`src/rtl/pipi_pkg.sv`:
```
// Shared pipeline definitions: datapath width, RV64I opcodes, ALU op codes,
// instruction classes and the packed control word carried into ID/EX.
package pipi_pkg;

  localparam int unsigned XLEN    = 64;
  localparam int unsigned ALUOP_W = 2;

  localparam logic [6:0] OP_R   = 7'b0110011;
  localparam logic [6:0] OP_I   = 7'b0010011;
  localparam logic [6:0] OP_LD  = 7'b0000011;
  localparam logic [6:0] OP_SD  = 7'b0100011;
  localparam logic [6:0] OP_BEQ = 7'b1100011;

  localparam logic [1:0] ALU_OP_ADD   = 2'b00;
  localparam logic [1:0] ALU_OP_SUB   = 2'b01;
  localparam logic [1:0] ALU_OP_FUNCT = 2'b10;

  typedef enum logic [2:0] {
    CLS_NOP,
    CLS_R,
    CLS_I,
    CLS_LD,
    CLS_SD,
    CLS_BR
  } instr_class_e;

  typedef struct packed {
    logic       reg_write;
    logic       mem_read;
    logic       mem_write;
    logic       mem_to_reg;
    logic       alu_src;
    logic       branch;
    logic [1:0] alu_op;
  } ctrl_t;

  function automatic instr_class_e classify(input logic [6:0] opcode);
    case (opcode)
      OP_R:    return CLS_R;
      OP_I:    return CLS_I;
      OP_LD:   return CLS_LD;
      OP_SD:   return CLS_SD;
      OP_BEQ:  return CLS_BR;
      default: return CLS_NOP;
    endcase
  endfunction

endpackage

```
`src/rtl/id_ex_stage_imm_gen.sv`:
```
// imm_gen: combinational immediate generator, instruction word -> sign-extended
// XLEN immediate (I, S and B formats; zero for R-type and unknown opcodes).
module imm_gen
  import pipi_pkg::*;
#(
  parameter int unsigned XLEN = pipi_pkg::XLEN
) (
  input  logic [31:0]     i_instr,
  output logic [XLEN-1:0] o_imm
);

  instr_class_e w_cls;

  assign w_cls = classify(i_instr[6:0]);

  always_comb begin
    o_imm = '0;
    case (w_cls)
      CLS_I, CLS_LD: o_imm = {{(XLEN-12){i_instr[31]}}, i_instr[31:20]};
      CLS_SD:        o_imm = {{(XLEN-12){i_instr[31]}}, i_instr[31:25], i_instr[11:7]};
      CLS_BR:        o_imm = {{(XLEN-13){i_instr[31]}}, i_instr[31], i_instr[7],
                              i_instr[30:25], i_instr[11:8], 1'b0};
      default:       o_imm = '0;
    endcase
  end

endmodule

```
`src/rtl/id_ex_stage.sv`:
```
// id_ex_stage: RV64I decode, load-use hazard detection and the ID/EX register.
// Define WB_BYPASS_EN to forward the writeback port onto the operand data.
module id_ex_stage
  import pipi_pkg::*;
#(
  parameter int unsigned XLEN    = pipi_pkg::XLEN,
  parameter int unsigned ALUOP_W = pipi_pkg::ALUOP_W
) (
  input  logic               clk,
  input  logic               reset,
  input  logic               if_id_valid,
  input  logic [31:0]        if_id_instr,
  input  logic [XLEN-1:0]    if_id_pc,
  output logic [4:0]         rf_read_reg1,
  output logic [4:0]         rf_read_reg2,
  input  logic [XLEN-1:0]    rf_read_data1,
  input  logic [XLEN-1:0]    rf_read_data2,
  input  logic               wb_reg_write,
  input  logic [4:0]         wb_rd,
  input  logic [XLEN-1:0]    wb_data,
  input  logic               ex_flush,
  input  logic               ex_hold,
  output logic               if_id_stall,
  output logic               id_ex_valid,
  output logic [XLEN-1:0]    id_ex_pc,
  output logic [XLEN-1:0]    id_ex_rs1_data,
  output logic [XLEN-1:0]    id_ex_rs2_data,
  output logic [XLEN-1:0]    id_ex_imm,
  output logic [4:0]         id_ex_rs1,
  output logic [4:0]         id_ex_rs2,
  output logic [4:0]         id_ex_rd,
  output logic [2:0]         id_ex_funct3,
  output logic               id_ex_funct7b5,
  output logic [ALUOP_W-1:0] id_ex_alu_op,
  output logic               id_ex_reg_write,
  output logic               id_ex_mem_read,
  output logic               id_ex_mem_write,
  output logic               id_ex_mem_to_reg,
  output logic               id_ex_alu_src,
  output logic               id_ex_branch
);

  instr_class_e    w_cls;
  ctrl_t           w_ctrl;
  logic [4:0]      w_rs1, w_rs2, w_rd;
  logic            w_uses_rs1, w_uses_rs2, w_hazard, w_bubble;
  logic [XLEN-1:0] w_imm, w_rs1_data, w_rs2_data;

  logic            r_valid;
  ctrl_t           r_ctrl;
  logic [XLEN-1:0] r_pc, r_rs1_data, r_rs2_data, r_imm;
  logic [4:0]      r_rs1, r_rs2, r_rd;
  logic [2:0]      r_funct3;
  logic            r_funct7b5;

  assign w_cls        = classify(if_id_instr[6:0]);
  assign w_rs1        = if_id_instr[19:15];
  assign w_rs2        = if_id_instr[24:20];
  assign w_rd         = if_id_instr[11:7];
  assign rf_read_reg1 = w_rs1;
  assign rf_read_reg2 = w_rs2;

  imm_gen #(.XLEN(XLEN)) u_imm_gen (
    .i_instr (if_id_instr),
    .o_imm   (w_imm)
  );

  always_comb begin
    w_ctrl = '0;
    case (w_cls)
      CLS_R:  begin w_ctrl.reg_write = 1'b1; w_ctrl.alu_op = ALU_OP_FUNCT; end
      CLS_I:  begin w_ctrl.reg_write = 1'b1; w_ctrl.alu_src = 1'b1; w_ctrl.alu_op = ALU_OP_FUNCT; end
      CLS_LD: begin
        w_ctrl.reg_write  = 1'b1;
        w_ctrl.mem_read   = 1'b1;
        w_ctrl.mem_to_reg = 1'b1;
        w_ctrl.alu_src    = 1'b1;
        w_ctrl.alu_op     = ALU_OP_ADD;
      end
      CLS_SD: begin w_ctrl.mem_write = 1'b1; w_ctrl.alu_src = 1'b1; w_ctrl.alu_op = ALU_OP_ADD; end
      CLS_BR: begin w_ctrl.branch = 1'b1; w_ctrl.alu_op = ALU_OP_SUB; end
      default: w_ctrl = '0;
    endcase
  end

  // Unknown opcodes read no registers, so they never trigger a load-use stall.
  assign w_uses_rs1 = (w_cls != CLS_NOP);
  assign w_uses_rs2 = (w_cls == CLS_R) || (w_cls == CLS_SD) || (w_cls == CLS_BR);
  assign w_hazard   = if_id_valid && r_valid && r_ctrl.mem_read && (r_rd != 5'd0) &&
                      ((w_uses_rs1 && (r_rd == w_rs1)) || (w_uses_rs2 && (r_rd == w_rs2)));

  assign if_id_stall = ex_hold || (!ex_flush && w_hazard);
  assign w_bubble    = ex_flush || w_hazard || !if_id_valid;

`ifdef WB_BYPASS_EN
  assign w_rs1_data = (wb_reg_write && (wb_rd != 5'd0) && (wb_rd == w_rs1)) ? wb_data : rf_read_data1;
  assign w_rs2_data = (wb_reg_write && (wb_rd != 5'd0) && (wb_rd == w_rs2)) ? wb_data : rf_read_data2;
`else
  assign w_rs1_data = rf_read_data1;
  assign w_rs2_data = rf_read_data2;
`endif

  // Datapath fields load on every non-held cycle; only valid/controls are squashed for a bubble.
  always_ff @(posedge clk) begin
    if (reset) begin
      r_valid    <= 1'b0;
      r_ctrl     <= '0;
      r_pc       <= '0;
      r_rs1_data <= '0;
      r_rs2_data <= '0;
      r_imm      <= '0;
      r_rs1      <= '0;
      r_rs2      <= '0;
      r_rd       <= '0;
      r_funct3   <= '0;
      r_funct7b5 <= 1'b0;
    end else if (!ex_hold) begin
      r_valid    <= !w_bubble;
      r_ctrl     <= w_bubble ? '0 : w_ctrl;
      r_pc       <= if_id_pc;
      r_rs1_data <= w_rs1_data;
      r_rs2_data <= w_rs2_data;
      r_imm      <= w_imm;
      r_rs1      <= w_rs1;
      r_rs2      <= w_rs2;
      r_rd       <= w_rd;
      r_funct3   <= if_id_instr[14:12];
      r_funct7b5 <= if_id_instr[30];
    end
  end

  assign id_ex_valid      = r_valid;
  assign id_ex_pc         = r_pc;
  assign id_ex_rs1_data   = r_rs1_data;
  assign id_ex_rs2_data   = r_rs2_data;
  assign id_ex_imm        = r_imm;
  assign id_ex_rs1        = r_rs1;
  assign id_ex_rs2        = r_rs2;
  assign id_ex_rd         = r_rd;
  assign id_ex_funct3     = r_funct3;
  assign id_ex_funct7b5   = r_funct7b5;
  assign id_ex_alu_op     = ALUOP_W'(r_ctrl.alu_op);
  assign id_ex_reg_write  = r_ctrl.reg_write;
  assign id_ex_mem_read   = r_ctrl.mem_read;
  assign id_ex_mem_write  = r_ctrl.mem_write;
  assign id_ex_mem_to_reg = r_ctrl.mem_to_reg;
  assign id_ex_alu_src    = r_ctrl.alu_src;
  assign id_ex_branch     = r_ctrl.branch;

endmodule

```
`config.mk`:
```
export PLATFORM = sky130hd
export DESIGN_NAME = id_ex_stage
export DESIGN_NICKNAME = d
export VERILOG_FILES = /design/src/rtl/pipi_pkg.sv /design/src/rtl/id_ex_stage_imm_gen.sv /design/src/rtl/id_ex_stage.sv
export SDC_FILE = /design/constraint.sdc
export NUM_CORES = 1
export LEC_CHECK = 0
export BUFFER_PORTS_ARGS = -buffer_cell sky130_fd_sc_hd__buf_2
export CAP_MARGIN = 5
export CORE_AREA = 2 2 228 230
export CTS_BUF_LIST = sky130_fd_sc_hd__clkbuf_16
export DETAILED_ROUTE_END_ITERATION = 8
export DIE_AREA = 0 0 230 232
export SLEW_MARGIN = 20
export SYNTH_ARGS = -nofsm -noshare
export SYNTH_HDL_FRONTEND = slang
export SYNTH_SLANG_ARGS = --single-unit
```
`constraint.sdc`:
```
create_clock -name clk -period 4.96 [get_ports clk]
set_input_delay 0.248 -clock clk [delete_from_list [all_inputs] [get_ports clk]]
set_output_delay 0.248 -clock clk [all_outputs]
set_load 0.1 [all_outputs]
```
==> impl_metrics.env <==
export IMPL_dpl_instance_area_mm2=0.01165
export IMPL_yosysSeqAreaShare_pct=52.60
export IMPL_syn_instance_count=858
export IMPL_clkSinkCount=231
export IMPL_drc=0
export IMPL_wirelength_mm=30.43
export IMPL_synth_top_family_by_area="multiplexers"
export IMPL_grt_pass1_wl_mm=44.55
export IMPL_drtIter0Drc=228
export IMPL_p_int_w=0.003352
export IMPL_p_sw_w=0.001881
export IMPL_synth_xor_xnor_area_share_pct=0.9962
export IMPL_antenna_cells=0
export IMPL_grt_overflow_total=0
export IMPL_gp_routability_congestion=0.7511
export IMPL_startpoint="id_ex_rd[2]"
export IMPL_initial_core_util_pct=17.28
export IMPL_ys_ff_latch=231
export IMPL_cp_max_fo=8
export IMPL_detail_route_antenna_nets=0
export IMPL_sequentialPowerShare_pct=38.6
export IMPL_crit_path_cell_trace="xor2_1 -> nor4_1 -> nand3_1 -> a2111oi_4 -> a21o_2 -> buf_2"
export IMPL_numPortBuffers=523
export IMPL_synthAdderAreaFrac_pct=0
export IMPL_stdcell_area_mm2=0.01453
export IMPL_layout_nets=1809
export IMPL_start_kind="flip-flop"
export IMPL_crit_type="reg2out"
export IMPL_die_x_um=230
export IMPL_core_mm2=0.05089
export IMPL_hold_ws_ps=43.26
export IMPL_clk_pin_slew_ps=60
export IMPL_clock_latency_ps=530
export IMPL_setup_tns_ps=0
export IMPL_min_period_ps=3317
export IMPL_relSlewSlack_pct=28.52
export IMPL_syn_to_final_growth_pct=65.28
export IMPL_p_comb_share_pct=27.3
export IMPL_post_route_period_util_pct=66.88
export IMPL_p_clk_share_pct=34.1
export IMPL_cts_resized_gates=0
export IMPL_grt_start_max_net_pins=122
export IMPL_synthMuxAreaShare_pct=23.91
export IMPL_pin_count=594
export IMPL_rows=83
export IMPL_cts_root_buf="clkbuf_16"
export IMPL_holdCritPathClass="in2reg"
export IMPL_fmax_mhz=301.5
export IMPL_numCtsBuffers=27
export IMPL_hold_viol_final=0
export IMPL_end_kind="output port"
export IMPL_status="complete, no violations"
export IMPL_p_leak_nw=7.452
export IMPL_clk_path_buf_depth=3
export IMPL_holdCritStartpoint="if_id_instr[7]"
export IMPL_drive_above_1_share_pct=37.15
export IMPL_dieArea_mm2=0.05336
export IMPL_grt_total_usage_pct=10.49
export IMPL_worst_slew_pin_slew_ps=1072
export IMPL_synth_area_per_cell_um2=10.25
export IMPL_skew_ps=7.381
export IMPL_synth_compound_area_share_pct=2.618
export IMPL_tritoncts="yes"
export IMPL_place_hpwl_mm=20.13
export IMPL_report_final_slew_viol_count=0
export IMPL_path_buf_inv=1
export IMPL_max_cap_violations=0
export IMPL_peakVddDrop_mv=0.2417
export IMPL_cp_arrival_ps=3070
export IMPL_post_drt_via_cell_ratio=3.845
export IMPL_required_ps=4710
export IMPL_yosys_area_share_simple_pct=12.00
export IMPL_cp_top_family="simple AND/OR/NAND/NOR gates"
export IMPL_setup_violations=0
export IMPL_rsz0062_at_grt="false"
export IMPL_antenna_found_initial=1
export IMPL_cp_slowest_cell="nor4_1"
export IMPL_htreeDepth=1
export IMPL_routedWlPerCell_um=13.77
export IMPL_yosysWarnings=0
export IMPL_r2r_start="id_ex_rd[2]"
export IMPL_via_count=8493
export IMPL_critPathMaxStageDelay_ps=610
export IMPL_synth_nets=1157
export IMPL_netSwitchingFraction_pct=35.95
export IMPL_die_h_um=232
export IMPL_syn_area_mm2=0.008792
export IMPL_yosysUniqueCellTypes=28
export IMPL_drtPass1Iterations=4
export IMPL_finalPower_w=0.005233
export IMPL_power_density_mw_per_mm2=360.1
export IMPL_grt_pass1_vias=8382
==> metal layers <==
layer  vias to the layer above  global-route usage, %  part of all wire, %
met2                       386                  18.46                   48
met4                         0                  5.403                  4.5
met5                         -                      0                    0
met1                      3934                  11.57                   40
li1                       4099                      -                    -
met3                        74                  2.812                  7.7
==> worst paths after layout <==
path,slack [ps],depth (start not counted),end
max,1640,6,if_id_stall
min,40,3,id_ex_rd[0]
max reg2reg,2750,5,id_ex_mem_write
min reg2reg,460,2,id_ex_alu_op[1]
==> area by class of cell <==
cell class	instances	area (µm²)
repair buffers	737	4776
flip-flops and latches	231	4624
clock inverters	21	117.6
well taps	680	850.8
inverters	2	7.507
clock buffers	27	675.6
fillers	5252	36350
multi-input cells	511	3480
==> state kept, by name, indices dropped and copies added (netlist names) <==
name,cells
id_ex_pc,64
id_ex_rs1_data,64
id_ex_rs2_data,64
id_ex_imm,13
id_ex_rd,5
id_ex_rs1,5
id_ex_rs2,5
id_ex_funct3,3
id_ex_alu_op,2
id_ex_alu_src,1
id_ex_funct7b5,1
id_ex_mem_read,1
id_ex_mem_write,1
id_ex_reg_write,1
id_ex_valid,1
==> stage by stage <==
stage	setup WS, ps	instances	util [%]
floorplan	2023	858	-
global placement	2022	1952	22.89
detailed placement	2104	1952	22.89
CTS	1524	2209	28.56
global route	1266	2209	28.56
finish	1643	2209	28.56
==> kinds of logic (layout without fill, tap and decap cells) <==
kind of cell,Yosys count,in the layout
XOR/XNOR,10,10
multiplexers,210,210
AND/OR/NAND/NOR,263,263
AO/OA/AOI/OAI,28,28
flip-flops,231,231
buffers and inverters,116,787
==> power groups by stage <==
stage	clock (W)	combinational, W	sequential [W]
final	0.00178	0.00143	0.00202
after global routing	0.00193	0.00149	0.00203
after CTS	0.00186	0.00143	0.00202
after detailed placement	0	0.00130	0.00205
after global placement	0	0.00129	0.00205
after floorplan	0	0.000286	0.00280
==> cell usage after synthesis <==
cell type / instances / area [µm²]
mux2i_1: 210 / 2102
nand3_1: 9 / 45.04
a22oi_1: 6 / 45.04
nor4_1: 1 / 6.260
buf_4: 63 / 473.0
buf_2: 17 / 85.08
a211oi_1: 1 / 7.510
nor2b_1: 8 / 50.05
clkbuf_1: 22 / 82.58
nand2_1: 11 / 41.29
inv_1: 2 / 7.510
dfxtp_1: 231 / 4624
buf_1: 12 / 45.04
or2_2: 1 / 6.260
or4b_2: 1 / 10.01
nor2_1: 224 / 840.8
nor3_1: 5 / 25.02
a31oi_1: 1 / 6.260
a2111oi_4: 2 / 55.05
a221oi_1: 6 / 52.55
o21ai_0: 8 / 40.04
a21o_2: 1 / 8.760
xnor2_1: 2 / 17.52
nor4b_1: 1 / 8.760
xor2_1: 8 / 70.07
a21oi_1: 3 / 15.01
nand2b_4: 1 / 13.76
or4_1: 1 / 7.510
==> worst min-delay path, cell delays in order <==
cell and delay, ps:
buf_2 130, mux2i_1 80, nor2_1 80
==> cell usage in the layout (no fill, tap or decap), types with 2 or more instances in the layout <==
cell | Yosys | layout
buf_2 | 17 | 521
dfxtp_1 | 231 | 231
nor2_1 | 224 | 224
mux2i_1 | 210 | 210
dlygate4sd3_1 | 0 | 209
clkbuf_16 | 0 | 27
inv_1 | 2 | 12
nand2_1 | 11 | 11
nand3_1 | 9 | 9
xor2_1 | 8 | 8
nor2b_1 | 8 | 8
o21ai_0 | 8 | 8
a22oi_1 | 6 | 6
a221oi_1 | 6 | 6
nor3_1 | 5 | 5
clkinv_1 | 0 | 5
buf_4 | 63 | 4
a21oi_1 | 3 | 3
clkinv_2 | 0 | 3
xnor2_1 | 2 | 2
a2111oi_4 | 2 | 2
==> repair_timing <==
| item | CTS | global route |
|---|---|---|
| setup buffers | 0 | 0 |
| endpoints found under the hold margin | 209 | 0 |
| hold buffers | 209 | 0 |
(Power assumes the default switching activity.)
